===== src/rtl/pipeline_hazard_ctrl.sv =====
// Pipeline advance/hazard controller for the 5-stage core: load-use stalls,
// control-flow flushes, dcache wait and halt sequencing, saturating perf counters.
//
// state | meaning
// ------+---------------------------------------------------------------
// RUN   | normal flow; advance on ihit (or dhit when a data op is in MEM)
// DWAIT | dcache access outstanding; advance only on dhit
// HALT  | HALT retired from MEM; pipeline frozen until reset
module pipeline_hazard_ctrl #(
    parameter int CNT_W = 16
) (
    input  logic             CLK,
    input  logic             nRST,
    input  logic             ihit,
    input  logic             dhit,
    input  logic [4:0]       IF_rs,
    input  logic [4:0]       IF_rt,
    input  logic             IF_uses_rt,
    input  logic             ID_mem2reg,
    input  logic             ID_RegWen,
    input  logic [4:0]       ID_wsel,
    input  logic             EX_flush_req,
    input  logic             MEM_dREN,
    input  logic             MEM_dWEN,
    input  logic             MEM_halt,
    output logic             stall,
    output logic             flush,
    output logic             hit_check,
    output logic             hit_check2,
    output logic             pc_en,
    output logic             iREN_en,
    output logic             halted,
    output logic [CNT_W-1:0] stall_cnt,
    output logic [CNT_W-1:0] flush_cnt,
    output logic [CNT_W-1:0] wait_cnt
);

    typedef enum logic [1:0] {
        S_RUN   = 2'd0,
        S_DWAIT = 2'd1,
        S_HALT  = 2'd2
    } state_t;

    localparam logic [CNT_W-1:0] CNT_ONE = {{(CNT_W-1){1'b0}}, 1'b1};

    state_t           state_q, state_d;
    logic [CNT_W-1:0] stall_cnt_q, stall_cnt_d;
    logic [CNT_W-1:0] flush_cnt_q, flush_cnt_d;
    logic [CNT_W-1:0] wait_cnt_q, wait_cnt_d;

    logic dop;
    logic haz;
    logic pc_adv;

    function automatic logic [CNT_W-1:0] sat_inc(input logic [CNT_W-1:0] v);
        return (&v) ? v : v + CNT_ONE;
    endfunction

    assign dop = MEM_dREN | MEM_dWEN;

    // Register 0 is hardwired, so a load targeting it never creates a dependency.
    assign haz = ID_mem2reg && ID_RegWen && (ID_wsel != 5'd0) &&
                 ((ID_wsel == IF_rs) || (IF_uses_rt && (ID_wsel == IF_rt)));

    always_ff @(posedge CLK or negedge nRST) begin
        if (!nRST) begin
            state_q <= S_RUN;
        end else begin
            state_q <= state_d;
        end
    end

    always_comb begin
        state_d = state_q;
        case (state_q)
            S_RUN: begin
                if (dop && !dhit) begin
                    state_d = S_DWAIT;
                end else if (MEM_halt && hit_check) begin
                    state_d = S_HALT;
                end
            end
            S_DWAIT: begin
                if (dhit) begin
                    state_d = S_RUN;
                end
            end
            S_HALT: begin
                state_d = S_HALT;
            end
            default: begin
                state_d = S_RUN;
            end
        endcase
    end

    always_comb begin
        hit_check  = 1'b0;
        hit_check2 = 1'b0;
        iREN_en    = 1'b0;
        case (state_q)
            S_RUN: begin
                hit_check = dop ? dhit : ihit;
                iREN_en   = !dop;
            end
            S_DWAIT: begin
                hit_check = dhit;
            end
            S_HALT: begin
                hit_check2 = 1'b1;
            end
            default: begin
                hit_check = 1'b0;
            end
        endcase

        // A flush squashes the dependent instruction, so it takes priority over stall.
        flush  = EX_flush_req && hit_check;
        stall  = haz && hit_check && !flush;
        pc_adv = hit_check && !hit_check2;
        pc_en  = pc_adv && !stall;
        halted = hit_check2;
    end

    always_comb begin
        stall_cnt_d = stall_cnt_q;
        flush_cnt_d = flush_cnt_q;
        wait_cnt_d  = wait_cnt_q;
        if (stall && pc_adv) begin
            stall_cnt_d = sat_inc(stall_cnt_q);
        end
        if (flush && pc_adv) begin
            flush_cnt_d = sat_inc(flush_cnt_q);
        end
        if (!hit_check && (state_q != S_HALT)) begin
            wait_cnt_d = sat_inc(wait_cnt_q);
        end
    end

    always_ff @(posedge CLK or negedge nRST) begin
        if (!nRST) begin
            stall_cnt_q <= '0;
            flush_cnt_q <= '0;
            wait_cnt_q  <= '0;
        end else begin
            stall_cnt_q <= stall_cnt_d;
            flush_cnt_q <= flush_cnt_d;
            wait_cnt_q  <= wait_cnt_d;
        end
    end

    assign stall_cnt = stall_cnt_q;
    assign flush_cnt = flush_cnt_q;
    assign wait_cnt  = wait_cnt_q;

endmodule


===== config.mk =====
export PLATFORM = sky130hd
export DESIGN_NAME = pipeline_hazard_ctrl
export DESIGN_NICKNAME = d
export VERILOG_FILES = /design/src/rtl/pipeline_hazard_ctrl.sv
export SDC_FILE = /design/constraint.sdc
export NUM_CORES = 1
export LEC_CHECK = 0
export ABC_CLOCK_PERIOD_IN_PS = 4750
export CELL_PAD_IN_SITES_DETAIL_PLACEMENT = 1
export CELL_PAD_IN_SITES_GLOBAL_PLACEMENT = 2
export CORE_MARGIN = 2
export CORE_UTILIZATION = 32
export CTS_BUF_LIST = sky130_fd_sc_hd__clkbuf_4 sky130_fd_sc_hd__clkbuf_8
export CTS_CLUSTER_SIZE = 40
export DETAILED_ROUTE_END_ITERATION = 16
export PLACE_DENSITY_LB_ADDON = 0.1
export SYNTH_ARGS = -nofsm -noshare
export SYNTH_HDL_FRONTEND = slang
export SYNTH_SLANG_ARGS = --single-unit

===== constraint.sdc =====
create_clock -name CLK -period 4.75 [get_ports CLK]
set_input_delay 0.95 -clock CLK [delete_from_list [all_inputs] [get_ports CLK]]
set_output_delay 0.95 -clock CLK [all_outputs]
set_load 0.01 [all_outputs]

==> flow_summary.ini <==
[status]
status = completed

[sta]
relSlewSlack = 0.531
layout_min_cycle_time_ns = 4.46
fin_tns_setup_ns = 0
final.setup_skew_ns = 0.0142
finalSetupViolations = 0
hold_viol_final = 0
fin_crit_sh = 0.939
worst_slack_ns = 0.288
grt_setup_unrepaired = no
max_freq_ghz = 0.224
drv_slew = 0
tightest_slew_ns = 0.698

[place]
dp.final_hpwl_mm = 4.91
port_buffers = 80
place_congestion = 0.770
pre_cts_ws_ns = 0.270

[clock_network]
holdBufCountCts = 0
clk_latency_ns = 0.31
cts_tree = yes
cts-root-buf = clkbuf_8
clockBufferDepth = 2
cts.clk_slew.worst_paths_ns = 0.10
cts_made_buffers = 5
cts.sinks = 50
post_cts_buffers = 0
cts-htree-levels = 2
ctsResizeCount = 0

[drt]
ant_nets = 0
wl_mm = 6.42
wl_per_cell_um = 14.6
drcViolationCount = 0
num_vias = 2160
viasPerCell = 4.92
drt_first_pass_iters = 4
first_iter_violations = 54

[synthesis]
synth-seq-cells = 50
async_flop_share = 1.00
yosysTopAreaCell = dfrtp_1
ys.flop_type = dfrtp_1
synth_top_cell_area_share = 0.462
syn_nets = 278
ys_seq_area_frac = 0.462
ys_top_cells_by_area = dfrtp_1 (46%), xnor2_1 (6.5%), xor2_1 (5.8%)
synth_cell_types = 43
postSynthCellCount = 249
syn_area_per_cell_um2 = 10.9
synth-edff-count = 0
synth_area_mm2 = 0.00271
yosysWarnings = 0

[finish]
diodes = 0
mostFrequentLayoutCells = clkdlybuf4s50_1 (79), dfrtp_1 (50), nand3_1 (23)
syn_to_final_growth_pct = 36.6
drive_above_1_share = 0.123
final_common_cell = clkdlybuf4s50_1
nNetsFinal = 362

[power]
comb_power_share = 0.286
p_per_area_mw_per_mm2 = 315
total_power_uw = 1170
power.leakage_uw = 0.00153
sequentialPowerShare = 0.483
power_frac_clock = 0.231
internal_power_uw = 793
p_switching_uw = 374
p_sw_frac = 0.320
ir_drop_mv = 0.188

[setup_path]
crit_fanout = 6
crit_arrival_ns = 3.51
start_kind = primary input
worstPathRequired_ns = 3.80
endpoint_kind = primary output
crit_type = in -> out

[die]
pin_count = 81
start_util = 0.330
die_area_mm2 = 0.00921
core_mm2 = 0.00822
die_h_um = 96.0
row_count = 33
die_x_um = 96.0

[global_route]
grt_pass1_wl_mm = 10.3
grt_pass1_vias = 2158
grt_max_degree = 51
antenna_found_initial = 0
gr-total-overflow = 0
grt.total_usage = 0.146

[hold_path]
hp-class = reg -> reg

[job]
cap_violations = 0
==> sequential cells by signal, summed over array words and instances, names as in the netlist <==
name / flops
wait_cnt: 16
state_q: 2
stall_cnt: 16
flush_cnt: 16
==> stage by stage <==
| stage | hold slack [ns] | util | cells | cell area (um^2) |
|---|---|---|---|---|
| after global routing | 0.518 | 0.450 | 439 | 3700 |
| after detailed placement | 0.481 | 0.439 | 431 | 3600 |
| after floorplan | 0.498 | - | 249 | 2710 |
| final | 0.493 | 0.450 | 439 | 3700 |
| after global placement | 0.475 | 0.439 | 431 | 3600 |
| after CTS | 0.499 | 0.450 | 439 | 3700 |
==> cell type report <==
cell class | instances | area, um^2
Sequential cell | 50 | 1250
Tap cell | 105 | 131
Fill cell | 913 | 4520
Inverter | 7 | 26.3
Timing Repair Buffer | 82 | 811
Clock inverter | 2 | 12.5
Multi-Input combinational cell | 187 | 1380
Clock buffer | 6 | 82.6
==> worst paths after layout <==
kind                                           from                         to  slack (ns)  cells past startpoint
setup / recovery                           MEM_dWEN                      stall        0.29                      6
hold / removal             flush_cnt[7]$_DFFE_PN0P_   flush_cnt[7]$_DFFE_PN0P_        0.49                      1
setup reg to reg             state_q[0]$_DFFE_PN0P_  flush_cnt[13]$_DFFE_PN0P_        2.08                      8
hold reg to reg            flush_cnt[7]$_DFFE_PN0P_   flush_cnt[7]$_DFFE_PN0P_        0.49                      1
max in group asynchronous                      nRST   wait_cnt[12]$_DFFE_PN0P_        3.56                      2
min in group asynchronous                      nRST   stall_cnt[4]$_DFFE_PN0P_        0.73                      2
==> cells by family after synthesis <==
family                     after synthesis  share of synthesized area
muxes                                    6                     0.0250
xor gates and xnor gates                46                      0.171
AOI/OAI and AO/OA                       18                     0.0457
buffers and inverters                   12                     0.0268
adders and majority gates                3                     0.0139
and+or+nand+nor                        114                      0.256
DFF                                     50                      0.462
==> worst max-delay path, stage by stage <==
cell and delay [ns]:
clkdlybuf4s50_1 0.48, or4b_1 0.54, and2_4 0.16, or4_4 0.51, nor2_1 0.27, clkdlybuf4s50_1 0.60
==> per-layer routing <==
metal / up-vias / global-route usage / part of all wire
met4: 0 / 0.0500 / 0.013
met3: 8 / 0.0384 / 0.047
met1: 1064 / 0.192 / 0.45
met2: 53 / 0.233 / 0.49
met5: - / 0 / 0
li1: 1035 / - / -
==> power groups by stage <==
stage / combinational (uW) / sequential (uW) / clock [uW]
4_1_cts: 343 / 565 / 277
6_report: 334 / 564 / 269
3_3_place_gp: 334 / 572 / 0
2_1_floorplan: 136 / 576 / 0
3_5_place_dp: 343 / 572 / 0
5_1_grt: 370 / 578 / 297
==> Yosys cell counts, types with 2 or more instances <==
cell type and number:
inv_1 7, xor2_2 8, nor2_4 9, o31ai_1 2, nor3_2 2, mux2_2 6, or3_2 2, dfrtp_1 50
nor2_1 14, xor2_1 18, nand3_1 23, nand2b_1 2, o21a_1 3, nor3_1 10, and3_1 7, nor4_1 2
nand4_1 10, and4_1 6, a21oi_1 6, nor3b_1 2, and2_1 4, ha_1 3, nand2_1 14, xnor2_1 20
(Power assumes the default switching activity.)
==> variant 1: new RTL, same settings <==
The parameter `CNT_W` goes from 16 to 14.
--- a/src/rtl/pipeline_hazard_ctrl.sv
+++ b/src/rtl/pipeline_hazard_ctrl.sv
@@ -7,7 +7,7 @@
 // DWAIT | dcache access outstanding; advance only on dhit
 // HALT  | HALT retired from MEM; pipeline frozen until reset
 module pipeline_hazard_ctrl #(
-    parameter int CNT_W = 16
+    parameter int CNT_W = 14
 ) (
     input  logic             CLK,
     input  logic             nRST,
Ports: changed (resized flush_cnt, stall_cnt and wait_cnt); port bits go from 81 to 75. The function was not compared with the original's and may differ.
==> variant 1 against the original RTL <==
- sequential power decreased by 12%
- clock power decreased by 2%
- routed wire length decreased by 0.28%
- sequential cell count decreased by 6
- critical path depth increased by 1
- global-route usage increased by 1.4 points
- design area decreased by 8.3%
- worst setup slack improved by 290 ps
- power decreased by 3.9%
- final cell count decreased by 7.1%
- register-to-register slack improved by 580 ps
- first-iteration DRC count decreased by 44%
- synthesized area decreased by 8.6%
- highest routed layer unchanged
==> variant 1: results (changes against the original RTL) <==
Clock Tree Root: clkbuf_8
Max stage delay cell, worst path: or4_4
Sw Share: 33.0% (+1.0 points)
Rel. slew slack: 30.5% (-23 points)
Post-DP Area: 3300 sq um (-8.5%)
crit-path leading delay family: buffers and inverters
Hold Path Class: flop to flop
worst skew pair latency: 300 ps
top cells by count, synth: 44 x dfrtp_1, 43 x xnor2_1, 18 x nand3_1, 16 x nand4_1, 14 x nand2_1
yosys warns: 0 (unchanged)
# H-tree levels: 2 (unchanged)
post-detailed-placement half-perimeter wirelength: 4.80 mm (-2.3%)
vias in the first global route: 2,093 (-3.0%)
largest net degree at the start of global routing: 45 (-12%)
NumNets Final: 334 (-7.7%)
Reg clk slew, reported paths: 90 ps
CTS Buf Count: 5 (unchanged)
gpl congestion: 0.761 (-1.1%)
crit path DAT: 3230 ps (-280 ps)
Post-CTS Setup Bufs: 0 (unchanged)
largest cells by area after synthesis: dfrtp_1 45%, xnor2_1 15%, nand3_2 4.0%
initial antenna violation count: 0 (unchanged)
CTS resizes: 0 (unchanged)
via count: 2,003 (-7.3%)
Fill cells: 860 (-5.8%)
# diodes: 0 (unchanged)
top_reg_cell synth: dfrtp_1
GR Util All Layers: 16.0% (+1.4 points)
first-pass GRT wire length: 10.7 mm (+3.1%)
asr flop ratio synth: 100% (unchanged)
clk buf depth: 2 (unchanged)
Max Fanout on Critical Path: 14 (+8)
wire per inst: 15.7 um (+7.3%)
Crit path largest cell delay: 570 ps (-30 ps)
VDD IR max: 0.000153 V (-19%)
status: finished clean
Initial DRC Count: 30 (-44%)
fraction of layout cells with a size suffix above 1: 13.4% (+1.1 points)
P_leak: 1.28 nW (-17%)
Clock Skews: 4.69 ps (-9.51 ps)
DR pass1 iterations: 2 (-2)
I/O Buffers: 74 (-7.5%)
Netlist cell types: 44 (+2.3%)
Seq/Total Area, Yosys: 44.5% (-1.7 points)
syn nets: 257 (-7.6%)
variant 1: metal layers:
metal / global-route usage [%] / vias up / part of all wire, %
met5: 0 / - / 0
li1: - / 964 / -
met4: 5.47 / 0 / 1.8
met1: 21.0 / 985 / 45
met2: 26.7 / 44 / 49
met3: 2.79 / 10 / 3.5
variant 1: kinds of logic (layout without fill, tap and decap cells):
kind of cell               after synthesis  count (layout)  share of synthesized area, %
and+or+nand+nor                        106             106                          27.4
AOI/OAI and AO/OA                       11              11                          4.25
adders and majority gates                3               3                          1.52
buffers and inverters                   12              90                          3.19
muxes                                    7               7                          3.19
xor gates and xnor gates                45              45                          15.9
DFF                                     44              44                          44.5
variant 1: power groups by stage:
stage	logic (mW)	clock network, mW	registers [mW]
6_report	0.359	0.264	0.499
5_1_grt	0.391	0.291	0.512
4_1_cts	0.365	0.272	0.501
3_5_place_dp	0.363	0	0.508
3_3_place_gp	0.357	0	0.507
2_1_floorplan	0.161	0	0.517
variant 1: per-stage QoR:
step | worst slack, ps | std cells | util [%]
floorplan | 1700 | 228 | -
global placement | 611 | 400 | 43.3
detailed placement | 592 | 400 | 43.3
CTS | 576 | 408 | 44.6
global route | 466 | 408 | 44.6
finish | 575 | 408 | 44.6
variant 1: final timing paths:
kind                                      startpoint                         to  slack (ps)  cells past startpoint
max reg2reg                   state_q[0]$_DFFE_PN0P_    wait_cnt[1]$_DFFE_PN0P_        2660                      4
min                        stall_cnt[11]$_DFFE_PN0P_  stall_cnt[11]$_DFFE_PN0P_         500                      1
max                                       ID_wsel[1]                      pc_en         570                      7
min reg2reg                stall_cnt[11]$_DFFE_PN0P_  stall_cnt[11]$_DFFE_PN0P_         500                      1
max in group asynchronous                       nRST   flush_cnt[7]$_DFFE_PN0P_        3280                      1
min in group asynchronous                       nRST   wait_cnt[13]$_DFFE_PN0P_         840                      1
variant 1: area by class of cell:
class / instances / area (sq um) / share of cell area, %
repair buffers: 76 / 751 / 22.1
clock buffers: 8 / 97.6 / 2.88
flip-flops and latches: 44 / 1100 / 32.4
multi-input cells: 172 / 1290 / 38.1
inverters: 6 / 22.5 / 0.664
well taps: 102 / 128 / 3.76
==> variant 2: new RTL, config.mk and constraints unchanged <==
Made on the original files. Reset style: synchronous (`nRST`), changed in 2 clocked blocks.
--- a/src/rtl/pipeline_hazard_ctrl.sv
+++ b/src/rtl/pipeline_hazard_ctrl.sv
@@ -62,7 +62,7 @@
     assign haz = ID_mem2reg && ID_RegWen && (ID_wsel != 5'd0) &&
                  ((ID_wsel == IF_rs) || (IF_uses_rt && (ID_wsel == IF_rt)));
 
-    always_ff @(posedge CLK or negedge nRST) begin
+    always_ff @(posedge CLK) begin
         if (!nRST) begin
             state_q <= S_RUN;
         end else begin
@@ -137,7 +137,7 @@
         end
     end
 
-    always_ff @(posedge CLK or negedge nRST) begin
+    always_ff @(posedge CLK) begin
         if (!nRST) begin
             stall_cnt_q <= '0;
             flush_cnt_q <= '0;
Check against the original RTL: differs if nRST is asserted again (counterexample within 4 cycles, from zero or initial values and one cycle with nRST low); with nRST held inactive, the same outputs for 10 cycles.
==> variant 2 against the original RTL <==
- sequential cell count is the same
- worst setup slack improved by 440 ps
- routed wire length grew 8.9%
- first-iteration DRC count fell by 26%
- final cell count rose by 11%
- maximum frequency rose by 11%
- design area down 4.1%
- synthesized area is 4.9% lower
- via count up 18%
- synthesized cell count is 23% higher
- largest cell class unchanged
- highest routed layer unchanged
Power is not compared: it rests on default switching activity, and its combinational part moved more than twofold at a synthesized area within 25%.
==> variant 2: results (changes against the original RTL) <==
metal3 WL: 344 um (+13%)
fraction of layout cells with a size suffix above 1: 4.17% (-8.1 points)
met2 Use GR: 27.8% (+4.5 points)
wire per inst: 14.4 um (-1.6%)
gpl congestion: 0.699 (-9.2%)
DR pass1 iterations: 3 (-1)
Max Fanout on Critical Path: 5 (-1)
xor/xnor share of the synthesized area: 12.6% (-4.5 points)
largest cells by area after synthesis: dfxtp_1 39%, xnor2_1 8.8%, nor2_1 5.8%
Reg-to-Reg Start: state_q[0]$_SDFFE_PN0P_
status: finished clean
crit path DAT: 3080 ps (-430 ps)
Slew @ Worst Pin: 723 ps (+25.1 ps)
Seq/Total Area, Yosys: 38.9% (-7.4 points)
NumNets Final: 413 (+14%)
top cells by count, synth: 50 x dfxtp_1, 40 x nor2_1, 26 x xnor2_1, 22 x nand2_1, 20 x nand3_1
M1 GR Usage: 21.0% (+1.8 points)
adder-cell share of the synthesized area: 1.46% (+0.071 points)
r2r setup slk: 2260 ps (+180 ps)
post-synthesis mux area share: 1.99% (-0.50 points)
Synth Area in Compound Gates: 10.4% (+5.9 points)
Initial DRC Count: 40 (-26%)
Syn Inst Count: 306 (+23%)
Clock Skews: 16.2 ps (+2.04 ps)
post-detailed-placement half-perimeter wirelength: 5.17 mm (+5.3%)
GR Util All Layers: 16.3% (+1.7 points)
largest net degree at the start of global routing: 27 (-47%)
Post-Route M1 WL: 3.38 mm (+16%)
Netlist cell types: 40 (-7.0%)
top_reg_cell synth: dfxtp_1
Via density: 5.22 (+6.2%)
syn nets: 335 (+21%)
[variant 2: area by class of cell]
class,instances,area (sq um),share of cell area [%]
Inverter,9,33.8,0.952
Multi-Input combinational cell,236,1490,41.9
Tap cell,102,128,3.60
Clock buffer,6,76.3,2.15
Timing Repair Buffer,82,816,23.0
Sequential cell,50,1000,28.2
Clock inverter,1,7.51,0.212
[variant 2: stage by stage]
step | worst slack [ps] | power (mW) | utilization, %
after floorplan | 1730 | 0.491 | -
after global placement | 740 | 0.543 | 44.6
after detailed placement | 721 | 0.544 | 44.6
after CTS | 712 | 0.796 | 45.7
after global routing | 585 | 0.821 | 45.7
final | 725 | 0.784 | 45.7
[variant 2: power breakdown]
group | internal (mW) | total, mW | switching (mW)
Clock | 0.107 | 0.252 | 0.145
Sequential | 0.425 | 0.434 | 0.00904
Combinational | 0.0531 | 0.0989 | 0.0459
Total | 0.585 | 0.784 | 0.200
[variant 2: worst min-delay path by stage]
stage,from,to,slack [ps],depth (start not counted)
final,wait_cnt[15]$_SDFFE_PN0P_,wait_cnt[15]$_SDFFE_PN0P_,490,2
after global routing,stall_cnt[15]$_SDFFE_PN0P_,stall_cnt[15]$_SDFFE_PN0P_,550,2
after CTS,wait_cnt[15]$_SDFFE_PN0P_,wait_cnt[15]$_SDFFE_PN0P_,500,2
after detailed placement,wait_cnt[15]$_SDFFE_PN0P_,wait_cnt[15]$_SDFFE_PN0P_,480,2
after global placement,wait_cnt[15]$_SDFFE_PN0P_,wait_cnt[15]$_SDFFE_PN0P_,470,2
after floorplan,state_q[1]$_SDFFE_PN0P_,state_q[0]$_SDFFE_PN0P_,460,1
[variant 2: worst max-delay path, stage by stage]
cell,delay [ps]
clkdlybuf4s50_1,510
nor4b_4,360
o21ai_2,140
nor4_4,310
and2_1,230
clkdlybuf4s50_1,570
